**src/rtl/macc_pkg.sv**
```systemverilog
// Shared types and helpers for the MACC loop sequencer.
// Holds the FSM state enum, default dimension-field width and address composition.
package macc_pkg;

    typedef enum logic [1:0] {
        IDLE,
        ISSUE,
        DONE
    } macc_seq_state_t;

    localparam int LOG_W_DEF = 4;

    // Linearized address: high index shifted past the low index field.
    function automatic logic [31:0] compose_addr(input logic [31:0] hi,
                                                 input logic [31:0] lo,
                                                 input logic [7:0]  sh);
        return (hi << sh) | lo;
    endfunction

endpackage

```
**src/rtl/macc_loop_ctr.sv**
```systemverilog
// Wrap counter 0..2^lim_log2-1 with increment enable; wrap is the carry-out on the last step.
// Latency: count updates one cycle after en; wrap is combinational from en and the count.
module macc_loop_ctr #(
    parameter int W     = 12,
    parameter int LOG_W = 4
) (
    input  logic             clk,
    input  logic             rst_n,
    input  logic             clr,
    input  logic             en,
    input  logic [LOG_W-1:0] lim_log2,
    output logic [W-1:0]     cnt,
    output logic             wrap
);

    logic [W-1:0] last_val;

    assign last_val = ~({W{1'b1}} << lim_log2);
    assign wrap     = en && (cnt == last_val);

    always_ff @(posedge clk or negedge rst_n) begin
        if (!rst_n) begin
            cnt <= '0;
        end else if (clr) begin
            cnt <= '0;
        end else if (en) begin
            cnt <= wrap ? '0 : cnt + W'(1);
        end
    end

endmodule

```
**src/rtl/macc_seq.sv**
```systemverilog
// Loop sequencer for C = A*B: walks i/j/k and issues one MAC op per valid/ready handshake.
// Outputs decode only registered state; op holds while op_ready is low. Optional abort: MACC_SEQ_ABORT_EN.
module macc_seq
    import macc_pkg::*;
#(
    parameter int MSB   = 11,
    parameter int LOG_W = LOG_W_DEF
) (
    input  logic             CLK,
    input  logic             RST_L,
    input  logic             start,
    input  logic [LOG_W-1:0] m_log2,
    input  logic [LOG_W-1:0] k_log2,
    input  logic [LOG_W-1:0] n_log2,
`ifdef MACC_SEQ_ABORT_EN
    input  logic             abort,
`endif
    output logic             busy,
    output logic             done,
    output logic             op_valid,
    input  logic             op_ready,
    output logic [MSB:0]     a_addr,
    output logic [MSB:0]     b_addr,
    output logic [MSB:0]     c_addr,
    output logic             acc_clr,
    output logic             acc_last
);

    localparam int AW = MSB + 1;

    macc_seq_state_t  state, nxt_state;
    logic [LOG_W-1:0] m_l, k_l, n_l;
    logic [AW-1:0]    i_cnt, j_cnt, k_cnt, k_max;
    logic             i_wrap, j_wrap, k_wrap;
    logic             accept, hs, abort_hit;

    assign accept = (state == IDLE) && start;
    assign hs     = (state == ISSUE) && op_ready;

`ifdef MACC_SEQ_ABORT_EN
    assign abort_hit = (state == ISSUE) && abort;
`else
    assign abort_hit = 1'b0;
`endif

    always_ff @(posedge CLK or negedge RST_L) begin
        if (!RST_L) begin
            state <= IDLE;
            m_l   <= '0;
            k_l   <= '0;
            n_l   <= '0;
        end else begin
            state <= nxt_state;
            if (accept) begin
                m_l <= m_log2;
                k_l <= k_log2;
                n_l <= n_log2;
            end
        end
    end

    always_comb begin
        nxt_state = state;
        case (state)
            IDLE:    if (start) nxt_state = ISSUE;
            // Abort wins over a simultaneous final handshake; both end in DONE.
            ISSUE:   if (abort_hit || i_wrap) nxt_state = DONE;
            DONE:    nxt_state = IDLE;
            default: nxt_state = IDLE;
        endcase
    end

    macc_loop_ctr #(.W(AW), .LOG_W(LOG_W)) u_k_ctr (
        .clk(CLK), .rst_n(RST_L), .clr(accept), .en(hs),
        .lim_log2(k_l), .cnt(k_cnt), .wrap(k_wrap)
    );

    macc_loop_ctr #(.W(AW), .LOG_W(LOG_W)) u_j_ctr (
        .clk(CLK), .rst_n(RST_L), .clr(accept), .en(k_wrap),
        .lim_log2(n_l), .cnt(j_cnt), .wrap(j_wrap)
    );

    macc_loop_ctr #(.W(AW), .LOG_W(LOG_W)) u_i_ctr (
        .clk(CLK), .rst_n(RST_L), .clr(accept), .en(j_wrap),
        .lim_log2(m_l), .cnt(i_cnt), .wrap(i_wrap)
    );

    assign k_max = ~({AW{1'b1}} << k_l);

    assign busy     = (state == ISSUE);
    assign op_valid = (state == ISSUE);
    assign done     = (state == DONE);
    assign acc_clr  = (state == ISSUE) && (k_cnt == '0);
    assign acc_last = (state == ISSUE) && (k_cnt == k_max);

    // Bits above MSB fall off in the truncating cast.
    assign a_addr = AW'(compose_addr(32'(i_cnt), 32'(k_cnt), 8'(k_l)));
    assign b_addr = AW'(compose_addr(32'(k_cnt), 32'(j_cnt), 8'(n_l)));
    assign c_addr = AW'(compose_addr(32'(i_cnt), 32'(j_cnt), 8'(n_l)));

endmodule
```
**config.mk**
```make
export PLATFORM = sky130hd
export DESIGN_NAME = macc_seq
export DESIGN_NICKNAME = d
export VERILOG_FILES = /design/src/rtl/macc_pkg.sv /design/src/rtl/macc_loop_ctr.sv /design/src/rtl/macc_seq.sv
export SDC_FILE = /design/constraint.sdc
export NUM_CORES = 1
export LEC_CHECK = 0
export ABC_CLOCK_PERIOD_IN_PS = 5200
export BUFFER_PORTS_ARGS = -buffer_cell sky130_fd_sc_hd__buf_2
export CAP_MARGIN = 20
export CORE_UTILIZATION = 27
export CTS_CLUSTER_DIAMETER = 30
export DETAILED_ROUTE_END_ITERATION = 6
export PLACE_DENSITY = 0.54
export SETUP_SLACK_MARGIN = 0.05
export SYNTH_ARGS = -nofsm -noshare
export SYNTH_HDL_FRONTEND = slang
export SYNTH_HIERARCHICAL = 1
export SYNTH_SLANG_ARGS = --single-unit
```
**constraint.sdc**
```tcl
create_clock -name CLK -period 5.2 [get_ports CLK]
set_input_delay 0 -clock CLK [delete_from_list [all_inputs] [get_ports CLK]]
set_output_delay 0 -clock CLK [all_outputs]
set_load 0.01 [all_outputs]
```
==> metrics.yaml <==
yosys:
  synth-edff-count: 0
  ys_warn_count: 6
  syn-num-nets: 662
  synth_area_mm2: 0.00543
  syn_inst: 643
  synth-seq-cells: 50
  synth_cell_types: 89
  async_flop_share: 1.00
  ys.flop_type: "dfrtp_1"
  ys_seq_area_frac: 0.231
  postSynthAreaPerCell_um2: 8.44
global_routing:
  grt_max_degree: 51
  grt_pass1_vias: 4589
  grt_pass1_wl_mm: 26.0
  grt.overflow.total: 0
  gr-usage-all-layers: 0.162
  antenna_found_initial: 0
layout:
  final_core_util: 0.311
  area_growth_pct: 12.4
  layout-drive-gt1-share: 0.190
  nets: 703
  insertedDiodeCount: 0
worst_hold_path:
  worstHoldPathCells: 5
  holdPathEnd: "u_k_ctr/cnt[6]$_DFFE_PN0P_"
  hp-class: "primary input to flip-flop"
  holdCritStartpoint: "op_ready"
critical_path:
  path_delay_family: "compound AO/OA/AOI/OAI gates"
  slowest_delay_ps: 710
  slowest_stage: "nor4_4"
  worst-path-max-fanout: 15
  ff2ff_path_depth: 16
  timing.rr.start: "u_k_ctr/cnt[1]$_DFFE_PN0P_"
  worstPathCellList: "nand2b_1 -> a2111oi_0 -> o22ai_1 -> a2111o_1 -> nor2_1 -> buf_4 -> inv_1 -> a221oi_4 -> nand3_1 -> nor3_1 -> nor3b_1 -> buf_4 -> o311a_1 -> nand4_1 -> nor4_4 -> o22ai_1"
  cp_num_buf_inv: 3
  r2r_slack_ps: 500
  crit_path_end_kind: "flip-flop"
  r2r-end: "u_i_ctr/cnt[0]$_DFFE_PN0P_"
  crit_type: "flip-flop to flip-flop"
  required_ps: 5360
  arrival_ps: 4860
  cp-start-kind: "flip-flop"
timing:
  fin_setup_tns_ps: 0
  maxSlewViolCount: 0
  min_period_ps: 4700
  fin_ws_ps: 499
  fin_crit_sh: 0.904
  hold_viol: 0
  relSlewSlack: 0.394
  finalSetupViolCount: 0
  max_freq_mhz: 213
  whs_ps: 277
  skew_ps: 6.55
  worst_pin_slew_ps: 909
  rsz0062_at_grt: "false"
cts:
  clock_path_buffers: 2
  htree_num_levels: 2
  clk_pin_slew_ps: 70
  cts_tree: "yes"
  ctsRootBufferMaster: "clkbuf_16"
  clock_latency_ps: 310
  cts_buffers: 5
  post_cts_buffers: 0
  cts_sinks: 50
detailed_routing:
  ant_nets: 0
  wirelength_mm: 16.4
  drt-pass1-iter-count: 5
  route.detailed.drc: 0
  via_count: 5101
  drt-vias-per-instance: 5.38
  wl_per_cell_um: 17.3
  dr.first_iter.drc_count: 594
die:
  row_count: 51
  io_pins: 57
  dieArea_mm2: 0.0207
  die_w_um: 144
  initial_core_util: 0.277
  die_h_um: 144
  core_mm2: 0.0196
placement:
  gp_congestion: 0.817
  dp_hpwl_mm: 11.1
  portBuffers: 56
  dpl_worst_slack_ps: 568
power:
  power.density_mw_per_mm2: 220
  power_leakage_uw: 0.00238
  ir_drop_mv: 0.114
status:
  status: "finished clean"
run:
  cap_viol_max_count: 0
## final cells by class
class	count	area [um2]
Fill cell	2117	13500
Clock buffer	7	133
Sequential cell	50	1250
Inverter	23	86.3
Timing Repair Buffer	86	538
Multi-Input combinational cell	518	3760
Tap cell	265	332
## repair_timing
action,4_1_cts,5_1_grt
gates resized for setup,0,0
hold buffers,13,0
hold endpoints to repair,62,0
setup endpoints to repair,0,0
## logic make-up after synthesis
family                   count (synthesis)  synth area share
flip-flops                              50             0.231
AND/OR/NAND/NOR                        243             0.245
buffers and inverters                   75            0.0777
adder cells (fa/ha/maj)                  3           0.00692
XOR/XNOR                                22            0.0355
multiplexers                            78             0.172
AO/OA/AOI/OAI                          172             0.233
## Yosys cell counts, drive strengths merged (4+ instances only)
| master | count | area, um2 |
|---|---|---|
| nor2 | 39 | 149 |
| a211oi | 4 | 30.0 |
| o32ai | 4 | 42.6 |
| buf | 34 | 250 |
| o21bai | 14 | 105 |
| a31oi | 14 | 87.6 |
| clkbuf | 17 | 76.3 |
| or3 | 4 | 25.0 |
| a2111oi | 8 | 108 |
| a21oi | 23 | 115 |
| xnor2 | 13 | 114 |
| nor4 | 9 | 77.6 |
| and2 | 9 | 57.6 |
| inv | 22 | 82.6 |
| a21boi | 5 | 37.5 |
| mux2 | 20 | 225 |
| o21a | 4 | 30.0 |
| o21ai | 34 | 170 |
| o22ai | 10 | 62.6 |
| nand2b | 19 | 119 |
| xor2 | 9 | 78.8 |
| o221ai | 5 | 43.8 |
| dfrtp | 50 | 1250 |
| nor3b | 11 | 82.6 |
| nor3 | 28 | 140 |
| a21o | 10 | 75.1 |
| and2b | 5 | 41.3 |
| mux2i | 48 | 480 |
| nand2 | 47 | 176 |
| or2 | 4 | 25.0 |
| o31ai | 5 | 37.5 |
| nand4 | 11 | 68.8 |
| nand3 | 23 | 115 |
| mux4 | 10 | 229 |
| o211ai | 5 | 37.5 |
| nor2b | 14 | 87.6 |
## metrics by stage
step	instance area [um2]	cells	power [uW]
global route	6100	949	1430
CTS	6100	949	1350
global placement	5840	929	1010
detailed placement	5840	929	1010
finish	6100	949	1340
floorplan	5430	643	848
## worst max path at each step
stage                          startpoint                          to  slack, ps  cells past startpoint
6_report       u_k_ctr/cnt[1]$_DFFE_PN0P_  u_i_ctr/cnt[0]$_DFFE_PN0P_        500                     16
5_1_grt        u_k_ctr/cnt[1]$_DFFE_PN0P_  u_i_ctr/cnt[1]$_DFFE_PN0P_        110                     16
4_1_cts        u_k_ctr/cnt[1]$_DFFE_PN0P_  u_i_ctr/cnt[0]$_DFFE_PN0P_        540                     16
3_5_place_dp   u_k_ctr/cnt[1]$_DFFE_PN0P_  u_i_ctr/cnt[0]$_DFFE_PN0P_        570                     16
3_3_place_gp   u_k_ctr/cnt[1]$_DFFE_PN0P_  u_i_ctr/cnt[0]$_DFFE_PN0P_        670                     16
2_1_floorplan          k_l[2]$_DFFE_PN0P_  u_i_ctr/cnt[7]$_DFFE_PN0P_       1420                     17
## power by group
group          total [uW]  switching [uW]  internal (uW)  leakage (uW)
Combinational         492             269            222       0.00167
Clock                 327             150            177     0.0000640
Sequential            524             107            417      0.000642
## registers in the layout, indices dropped and copies added, names as in the netlist
signal,flops
u_i_ctr/cnt,12
u_j_ctr/cnt,12
u_k_ctr/cnt,12
k_l,4
m_l,4
n_l,4
state,2
## routing by layer
| metal | GRT usage | wire, um | part of all wire | vias up |
|---|---|---|---|---|
| met5 | 0 | 0 | 0 | - |
| met4 | 0.0409 | 299 | 0.018 | 0 |
| met3 | 0.0240 | 591 | 0.036 | 25 |
| met2 | 0.259 | 7780 | 0.47 | 125 |
| met1 | 0.228 | 7750 | 0.47 | 2474 |
| li1 | - | - | - | 2477 |
## worst min-delay path: cells and delay by family
| family | cells | cell delay, ps |
|---|---|---|
| and+or+nand+nor | 2 | 230 |
| AOI/OAI and AO/OA | 1 | 50 |
| buffers and inverters | 2 | 260 |
## layout by cell type (no fill, tap or decap), types with 4 or more instances in the layout
cell	n
a2111oi_0	4
nand2b_1	19
nand3_1	23
mux2_1	4
nor3b_1	10
o21ai_1	10
mux2_2	16
nor2b_1	14
a21oi_1	23
nand4_1	11
mux2i_1	48
clkbuf_16	5
xor2_1	9
o21bai_1	14
nor3_1	28
o22ai_1	10
xnor2_1	13
a21boi_0	5
a211oi_1	4
o31ai_1	5
buf_2	56
nor4_1	7
and2_1	8
o21a_1	4
nor2_1	38
dlygate4sd3_1	13
inv_1	19
or3_1	4
nand2_1	47
o221ai_1	5
mux4_2	9
a31oi_1	14
dfrtp_1	50
o21ai_0	24
o211ai_1	5
buf_4	17
a21o_1	10
No activity file was read; power rests on OpenSTA's default activity.
